`src/rtl/pc_fetch_seq_pkg.sv`:
```
// Shared types and constants for the PC fetch sequencer.
package pc_fetch_seq_pkg;

  typedef enum logic [1:0] {
    ST_BOOT   = 2'd0,
    ST_FETCH  = 2'd1,
    ST_HOLD   = 2'd2,
    ST_HALTED = 2'd3
  } fetch_state_t;

  localparam logic [15:0] PC_STEP = 16'h0002;

  // Instructions are 16-bit aligned, so bit 0 of any PC is forced low.
  function automatic logic [15:0] even_pc(input logic [15:0] addr);
    return {addr[15:1], 1'b0};
  endfunction

endpackage

```
`src/rtl/CLA_16bit.sv`:
```
// 16-bit carry-lookahead adder/subtractor built from 4-bit lookahead groups.
module CLA_16bit (
  input  logic [15:0] a,
  input  logic [15:0] b,
  input  logic        cin,
  input  logic        sub,
  output logic [15:0] sum,
  output logic        cout
);

  logic [15:0] bx;
  logic [15:0] g;
  logic [15:0] p;
  logic [16:0] c;
  logic [3:0]  gg;
  logic [3:0]  gp;

  always_comb begin
    bx = b ^ {16{sub}};
    g  = a & bx;
    p  = a ^ bx;
    gg = '0;
    gp = '0;
    c  = '0;
    // Subtraction is a + ~b + 1, so sub forces the carry-in.
    c[0] = cin | sub;
    for (int k = 0; k < 4; k++) begin
      gg[k] = g[4*k+3] | (p[4*k+3] & (g[4*k+2] | (p[4*k+2] &
              (g[4*k+1] | (p[4*k+1] & g[4*k])))));
      gp[k] = &p[4*k +: 4];
      for (int i = 0; i < 3; i++) begin
        c[4*k+i+1] = g[4*k+i] | (p[4*k+i] & c[4*k+i]);
      end
      c[4*k+4] = gg[k] | (gp[k] & c[4*k]);
    end
    sum  = p ^ c[15:0];
    cout = c[16];
  end

endmodule

```
`src/rtl/pc_fetch_seq.sv`:
```
// Instruction fetch sequencer: walks the PC, handshakes with imem, and
// handles redirect, downstream stall and halt/resume.
//
// state     | meaning
// ----------+---------------------------------------------------------
// ST_BOOT   | one idle cycle after reset, no request
// ST_FETCH  | imem_req high at pc, waiting for imem_ack
// ST_HOLD   | instruction acked but stalled downstream, held valid
// ST_HALTED | HLT executed, idle until resume
module pc_fetch_seq
  import pc_fetch_seq_pkg::*;
#(
  parameter logic [15:0] RESET_PC = 16'h0000
) (
  input  logic        clk,
  input  logic        rst_n,
  input  logic        redirect,
  input  logic [15:0] redirect_pc,
  input  logic        stall,
  input  logic        halt,
  input  logic        resume,
  input  logic        imem_ack,
  output logic        imem_req,
  output logic [15:0] imem_addr,
  output logic [15:0] pc,
  output logic        fetch_valid,
  output logic        flush,
  output logic        halted
);

  localparam logic [15:0] RESET_PC_EVEN = even_pc(RESET_PC);

  fetch_state_t state;
  logic [15:0]  pc_inc;
  logic         unused_carry;
  logic         active;

  CLA_16bit u_pc_inc (
    .a    (pc),
    .b    (PC_STEP),
    .cin  (1'b0),
    .sub  (1'b0),
    .sum  (pc_inc),
    .cout (unused_carry)
  );

  always_ff @(posedge clk or negedge rst_n) begin
    if (!rst_n) begin
      state <= ST_BOOT;
      pc    <= RESET_PC_EVEN;
    end else begin
      case (state)
        ST_BOOT: state <= ST_FETCH;
        ST_FETCH: begin
          if (halt) begin
            state <= ST_HALTED;
          end else if (redirect) begin
            pc <= even_pc(redirect_pc);
          end else if (imem_ack) begin
            if (stall) state <= ST_HOLD;
            else       pc    <= pc_inc;
          end
        end
        ST_HOLD: begin
          if (halt) begin
            state <= ST_HALTED;
          end else if (redirect) begin
            pc    <= even_pc(redirect_pc);
            state <= ST_FETCH;
          end else if (!stall) begin
            pc    <= pc_inc;
            state <= ST_FETCH;
          end
        end
        ST_HALTED: if (resume) state <= ST_FETCH;
      endcase
    end
  end

  // imem_req and halted decode only the state register; imem_ack never
  // reaches imem_req.  Halt and redirect both squash the current fetch.
  assign active      = (state == ST_FETCH) || (state == ST_HOLD);
  assign imem_req    = (state == ST_FETCH);
  assign halted      = (state == ST_HALTED);
  assign imem_addr   = pc;
  assign flush       = active && redirect && !halt;
  assign fetch_valid = !halt && !redirect &&
                       (((state == ST_FETCH) && imem_ack) || (state == ST_HOLD));

endmodule

```
`config.mk`:
```
export PLATFORM = sky130hd
export DESIGN_NAME = pc_fetch_seq
export DESIGN_NICKNAME = d
export VERILOG_FILES = /design/src/rtl/pc_fetch_seq_pkg.sv /design/src/rtl/CLA_16bit.sv /design/src/rtl/pc_fetch_seq.sv
export SDC_FILE = /design/constraint.sdc
export NUM_CORES = 1
export LEC_CHECK = 0
export ABC_AREA = 1
export CAP_MARGIN = 25
export CORE_MARGIN = 2
export CORE_UTILIZATION = 45
export CTS_CLUSTER_DIAMETER = 30
export DETAILED_ROUTE_END_ITERATION = 16
export PLACE_DENSITY_LB_ADDON = 0.05
export SETUP_SLACK_MARGIN = 0.5
export SLEW_MARGIN = 10
export SYNTH_ARGS = -nofsm -noshare
export SYNTH_HDL_FRONTEND = slang
export SYNTH_SLANG_ARGS = --single-unit
```
`constraint.sdc`:
```
create_clock -name clk -period 3.2 [get_ports clk]
set_input_delay 0.64 -clock clk [delete_from_list [all_inputs] [get_ports clk]]
set_output_delay 0.64 -clock clk [all_outputs]
set_load 0.1 [all_outputs]
```
==> results of run 1 <==
==> kinds of logic after synthesis <==
| kind of cell | Yosys count |
|---|---|
| and+or+nand+nor | 127 |
| buffers and inverters | 41 |
| DFF | 17 |
| adders and majority gates | 14 |
| AOI/OAI and AO/OA | 3 |
| other | 1 |
==> critical path, delay by kind of cell <==
family,cells,cell delay (ns)
simple gates,1,0.11
buf+inv,4,0.98
==> registers in the layout, summed over array words and instances (netlist names) <==
name,flops
imem_addr,15
state,2
==> path summary, 6_finish.rpt <==
kind,depth (start not counted),endpoint,slack (ns),from
max,5,fetch_valid,0.83,redirect
min,2,imem_addr[14],0.54,imem_addr[14]
max reg2reg,13,imem_addr[11],1.17,imem_addr[1]
min reg2reg,2,imem_addr[14],0.54,imem_addr[14]
max in group asynchronous,1,imem_addr[1],1.88,rst_n
min in group asynchronous,1,imem_addr[11],0.81,rst_n
==> cell type report <==
type / count / area [sq um]
Tap cell: 44 / 55.05
Clock buffer: 4 / 26.28
Inverter: 18 / 70.07
Multi-Input combinational cell: 146 / 764.5
Fill cell: 287 / 1189
Sequential cell: 17 / 425.4
Timing Repair Buffer: 56 / 498.0
==> per-stage QoR <==
stage	utilization, %	cells	cell area, sq um	setup WS, ns
5_1_grt	60.74	285	1839	0.7403
2_1_floorplan	-	204	1429	0.3882
4_1_cts	60.74	285	1839	0.8214
6_report	60.74	285	1839	0.8276
3_3_place_gp	59.88	281	1813	0.8494
3_5_place_dp	59.88	281	1813	0.8197
==> synth_stat cells, drive strengths merged <==
library cell  instances  area [sq um]
nor3                  2         10.01
ha                   14         175.2
nor2                  8         46.30
dfrtp                17         425.4
conb                  1         3.750
o21ai                 2         10.01
nand4                 2         12.51
a21oi                 1         5.000
inv                  18         70.07
nand3                25         130.1
buf                  23         168.9
nand2                90         360.3
==> per-layer routing <==
metal,routed length (um),part of all wire (%)
met1,1409,42
met2,1745,52
met3,127,3.8
met4,45,1.4
met5,0,0
==> placed cells by master, fill, tap and decap left out <==
cell type        Yosys  layout
o21ai_0              2       2
nand2_4              3       3
dfrtp_1             17      17
clkdlybuf4s50_1      0      21
nand4_1              2       2
clkbuf_1             0       1
inv_4                1       1
ha_2                 0       1
nor2_1               7       7
nor3_1               2       1
clkbuf_4             0       3
conb_1               1       2
ha_1                14      13
nand3_2              1       1
a21oi_1              1       1
nor3_2               0       1
buf_12               0       2
nor2_8               1       1
nand2_1             87      87
nand3_1             24      24
buf_4               19      33
inv_1               17      17
==> metrics, run 1 <==
outcome=finished clean; max_cap viols=0; num ports=59; Layout Nets=279; initial antenna violation count=0; FP Rows=20; global-route wire length before repair=5540 um; number of global-route vias before repair=1262; clk_lat worst skew=0.30 ns; crit start category=input pin; Tcrit/Tclk final=74.14%; Final Setup Violations=0; Min-Delay Path Class=reg2reg; PostCTS Resize Cnt=0; share of cells above drive strength 1=19.09%; simple-gate area share of the yosys netlist=39.45%; Compound-Gate Fraction of Synth Area=1.059%; Post-Syn Instances=203; setup bufs post-CTS=0; library cells used by synthesis=18; Synth Area in XOR/XNOR=0%; Placer Congestion=0.8868; Synth Register Bits=17; final hold viol count=0; sequential cell area fraction in the yosys report=30.01%; total track usage=20.29%; largest family of logic cells by synthesized area=simple AND/OR/NAND/NOR gates; largest net degree at the start of global routing=20; Total Neg Setup Slack=0 ns; Critical-path top delay cell=clkdlybuf4s50_1; Yosys warning total=0; DR WL/cell=11.68 um; CP Class=in2out; Die Y=60.13 um; Fin Clk Skew=0.001760 ns; Avg Vias per Cell=4.775; critical path arrival=1.73 ns; RSZ-0062 raised after global routing=no; Max Transition Viols Final=0; Num CTS Buffers=3; WHS=0.5362 ns; met3 GRT Util=2.597%; drt total wl=3328 um; number of DRC markers in iteration 0=91; area of the core=3028 sq um; GRT busiest layer=met2; clk slew on worst S/H paths=0.10 ns; Area Growth Syn to Fin=29.74%; Die ar.=3615 sq um; diode count=0; drt drc=0; DRT Pass-1 Iters=4; port bufs=55; CTS tree=built; slowest stage delay, CP=0.47 ns; Post-Syn Area=1418 sq um; Initial Utilization=46.82%; fmax=421.5 MHz; Detailed Place HPWL=2401 um; Overflow after GRT=0; critical path fanouts, max=19; CTS max path bufs=2; depth of the CTS H-tree=1; clk sink count=17; met1 usage=24.01%; min Tclk post-route=2.372 ns; # hold bufs at CTS=0; M2 GR Usage=36.96%; post-route ant nets=0; Avg Cell Area, Syn=6.983 sq um; Vias=1361; Least-Margin Pin Slew=0.8348 ns; Post-Synth Adder-Cell Area=12.36%; relative slew slack=44.17%; Crit. End Element=primary output; CP Cell Sequence=clkdlybuf4s50_1, inv_4, nand3_1, inv_1, buf_12; chip width=60.13 um; post-synthesis mux area share=0%; clock root buffer=clkbuf_4; required time of the critical path=2.56 ns
Power of run 1 is not shown: default switching activity piles up to over one toggle a cycle in this logic, so the estimate is an artifact.
==> run 2: changes to the inputs <==
--- a/config.mk
+++ b/config.mk
@@ -8,7 +8,7 @@
 export ABC_AREA = 1
 export CAP_MARGIN = 25
 export CORE_MARGIN = 2
-export CORE_UTILIZATION = 45
+export CORE_UTILIZATION = 39
 export CTS_CLUSTER_DIAMETER = 30
 export DETAILED_ROUTE_END_ITERATION = 16
 export PLACE_DENSITY_LB_ADDON = 0.05
==> constraint.sdc (replaced) <==
create_clock -name clk -period 2.1 [get_ports clk]
set_input_delay 0.42 -clock clk [delete_from_list [all_inputs] [get_ports clk]]
set_output_delay 0.42 -clock clk [all_outputs]
set_load 0.1 [all_outputs]
==> metrics, run 2 (synthesis gave the netlist of run 1 again) <==
Vias=1402; clock root buffer=clkbuf_4; chip width=64.29 um; Initial Utilization=41.50%; clk slew on worst S/H paths=0.11 ns; total track usage=17.99%; number of global-route vias before repair=1274; Die ar.=4133 sq um; crit start category=input pin; met1 usage=22.57%; FF-to-FF End=imem_addr[11]; area of the core=3416 sq um; final hold viol count=0; outcome=finished clean; Placer Congestion=0.7952; largest net degree at the start of global routing=18; Crit. End Element=primary output; Num CTS Buffers=3; Fin Clk Skew=0.003215 ns; Tcrit/Tclk final=91.11%; Cell Area, Placed=2027 sq um; Worst R2R Setup Slack=0.21 ns; required time of the critical path=1.68 ns; GRT busiest layer=met2; diode count=0; max reg flops=15; number of DRC markers in iteration 0=45; fmax=522.6 MHz; # hold bufs at CTS=0; RSZ-0062 raised after global routing=yes; Area Growth Syn to Fin=60.37%; CTS tree=built; drt total wl=3842 um; M2 GR Usage=32.94%; Design Area, Final=2273 sq um; most frequent cells in the layout=nand2_1, buf_4, nand3_1; Total Neg Setup Slack=0 ns; Min-Delay Path Class=in2async; global-route wire length before repair=5947 um; Worst R2R Start=imem_addr[1]; port bufs=55; critical path fanouts, max=2; clk_lat worst skew=0.29 ns; WHS=0.4486 ns; num ports=59; path depth of the worst reg2reg path=13; drt drc=0; DR WL/cell=12.81 um; share of cells above drive strength 1=42.13%; min Tclk post-route=1.913 ns; Avg Vias per Cell=4.673; commonest non-fill, non-tap cell in the layout=nand2_1; clk sink count=17; depth of the CTS H-tree=1; critical path arrival=1.49 ns; CTS max path bufs=2; Detailed Place HPWL=2647 um; max_cap viols=0; Layout Nets=292; Max Transition Viols Final=0; initial antenna violation count=0; DRT Pass-1 Iters=4; post-route ant nets=0; end of the critical path=fetch_valid; crit path from=imem_ack; Die Y=64.29 um; met3 GRT Util=2.465%; Final Setup Violations=0; FP Rows=21; Overflow after GRT=0; CP Class=in2out
[run 2: cell types whose count changed in the layout (fill, tap and decap cells not counted), sizes merged]
cell / before / now
buf: 35 / 47
dlygate4sd2: 0 / 1
clkdlybuf4s50: 21 / 20
clkinvlp: 0 / 1
inv: 18 / 17
clkbuf: 4 / 5
[run 2: area by class of cell]
type,instances,area [sq um]
fill,317,1142
clock buffer,4,26.28
multi-input combinational,146,973.4
tap,46,57.56
sequential,17,454.2
inverter,18,73.82
timing repair buffer,69,688.2
[run 2: worst min-delay path by stage]
stage	startpoint	to	slack [ns]	cells past startpoint
after floorplan	rst_n	imem_addr[10]	0.12	0
after global placement	imem_addr[15]	imem_addr[15]	0.51	2
after detailed placement	imem_addr[5]	imem_addr[5]	0.52	2
after CTS	rst_n	imem_addr[11]	0.45	2
after global routing	rst_n	imem_addr[10]	0.50	2
final	rst_n	imem_addr[11]	0.45	2
[run 2: per-layer routing]
layer	up-vias	wire (um)
met2	41	1991
li1	717	-
met3	2	179
met1	642	1647
met4	0	24
met5	-	0
[run 2: worst max-delay path, stage by stage]
cell and delay, ns:
clkdlybuf4s50_1 0.48, inv_1 0.08, o21ai_2 0.15, nand3_2 0.10, clkinvlp_4 0.09, buf_12 0.16
[run 2: repair_timing]
item,4_1_cts,5_1_grt
resized for setup,10,25
buffers inserted,5,3
pin swaps,10,15
gates cloned,0,1
setup endpoints to repair,15,23
[run 2: through the flow]
stage               util (%)  setup WS, ns  std cells
detailed placement     59.34        0.1411        287
global route           66.56        0.1284        300
CTS                    62.20        0.1674        296
floorplan                  -        0.1193        204
global placement       59.34        0.1610        287
finish                 66.56        0.1866        300
Power of run 2 is left out for the same reason.
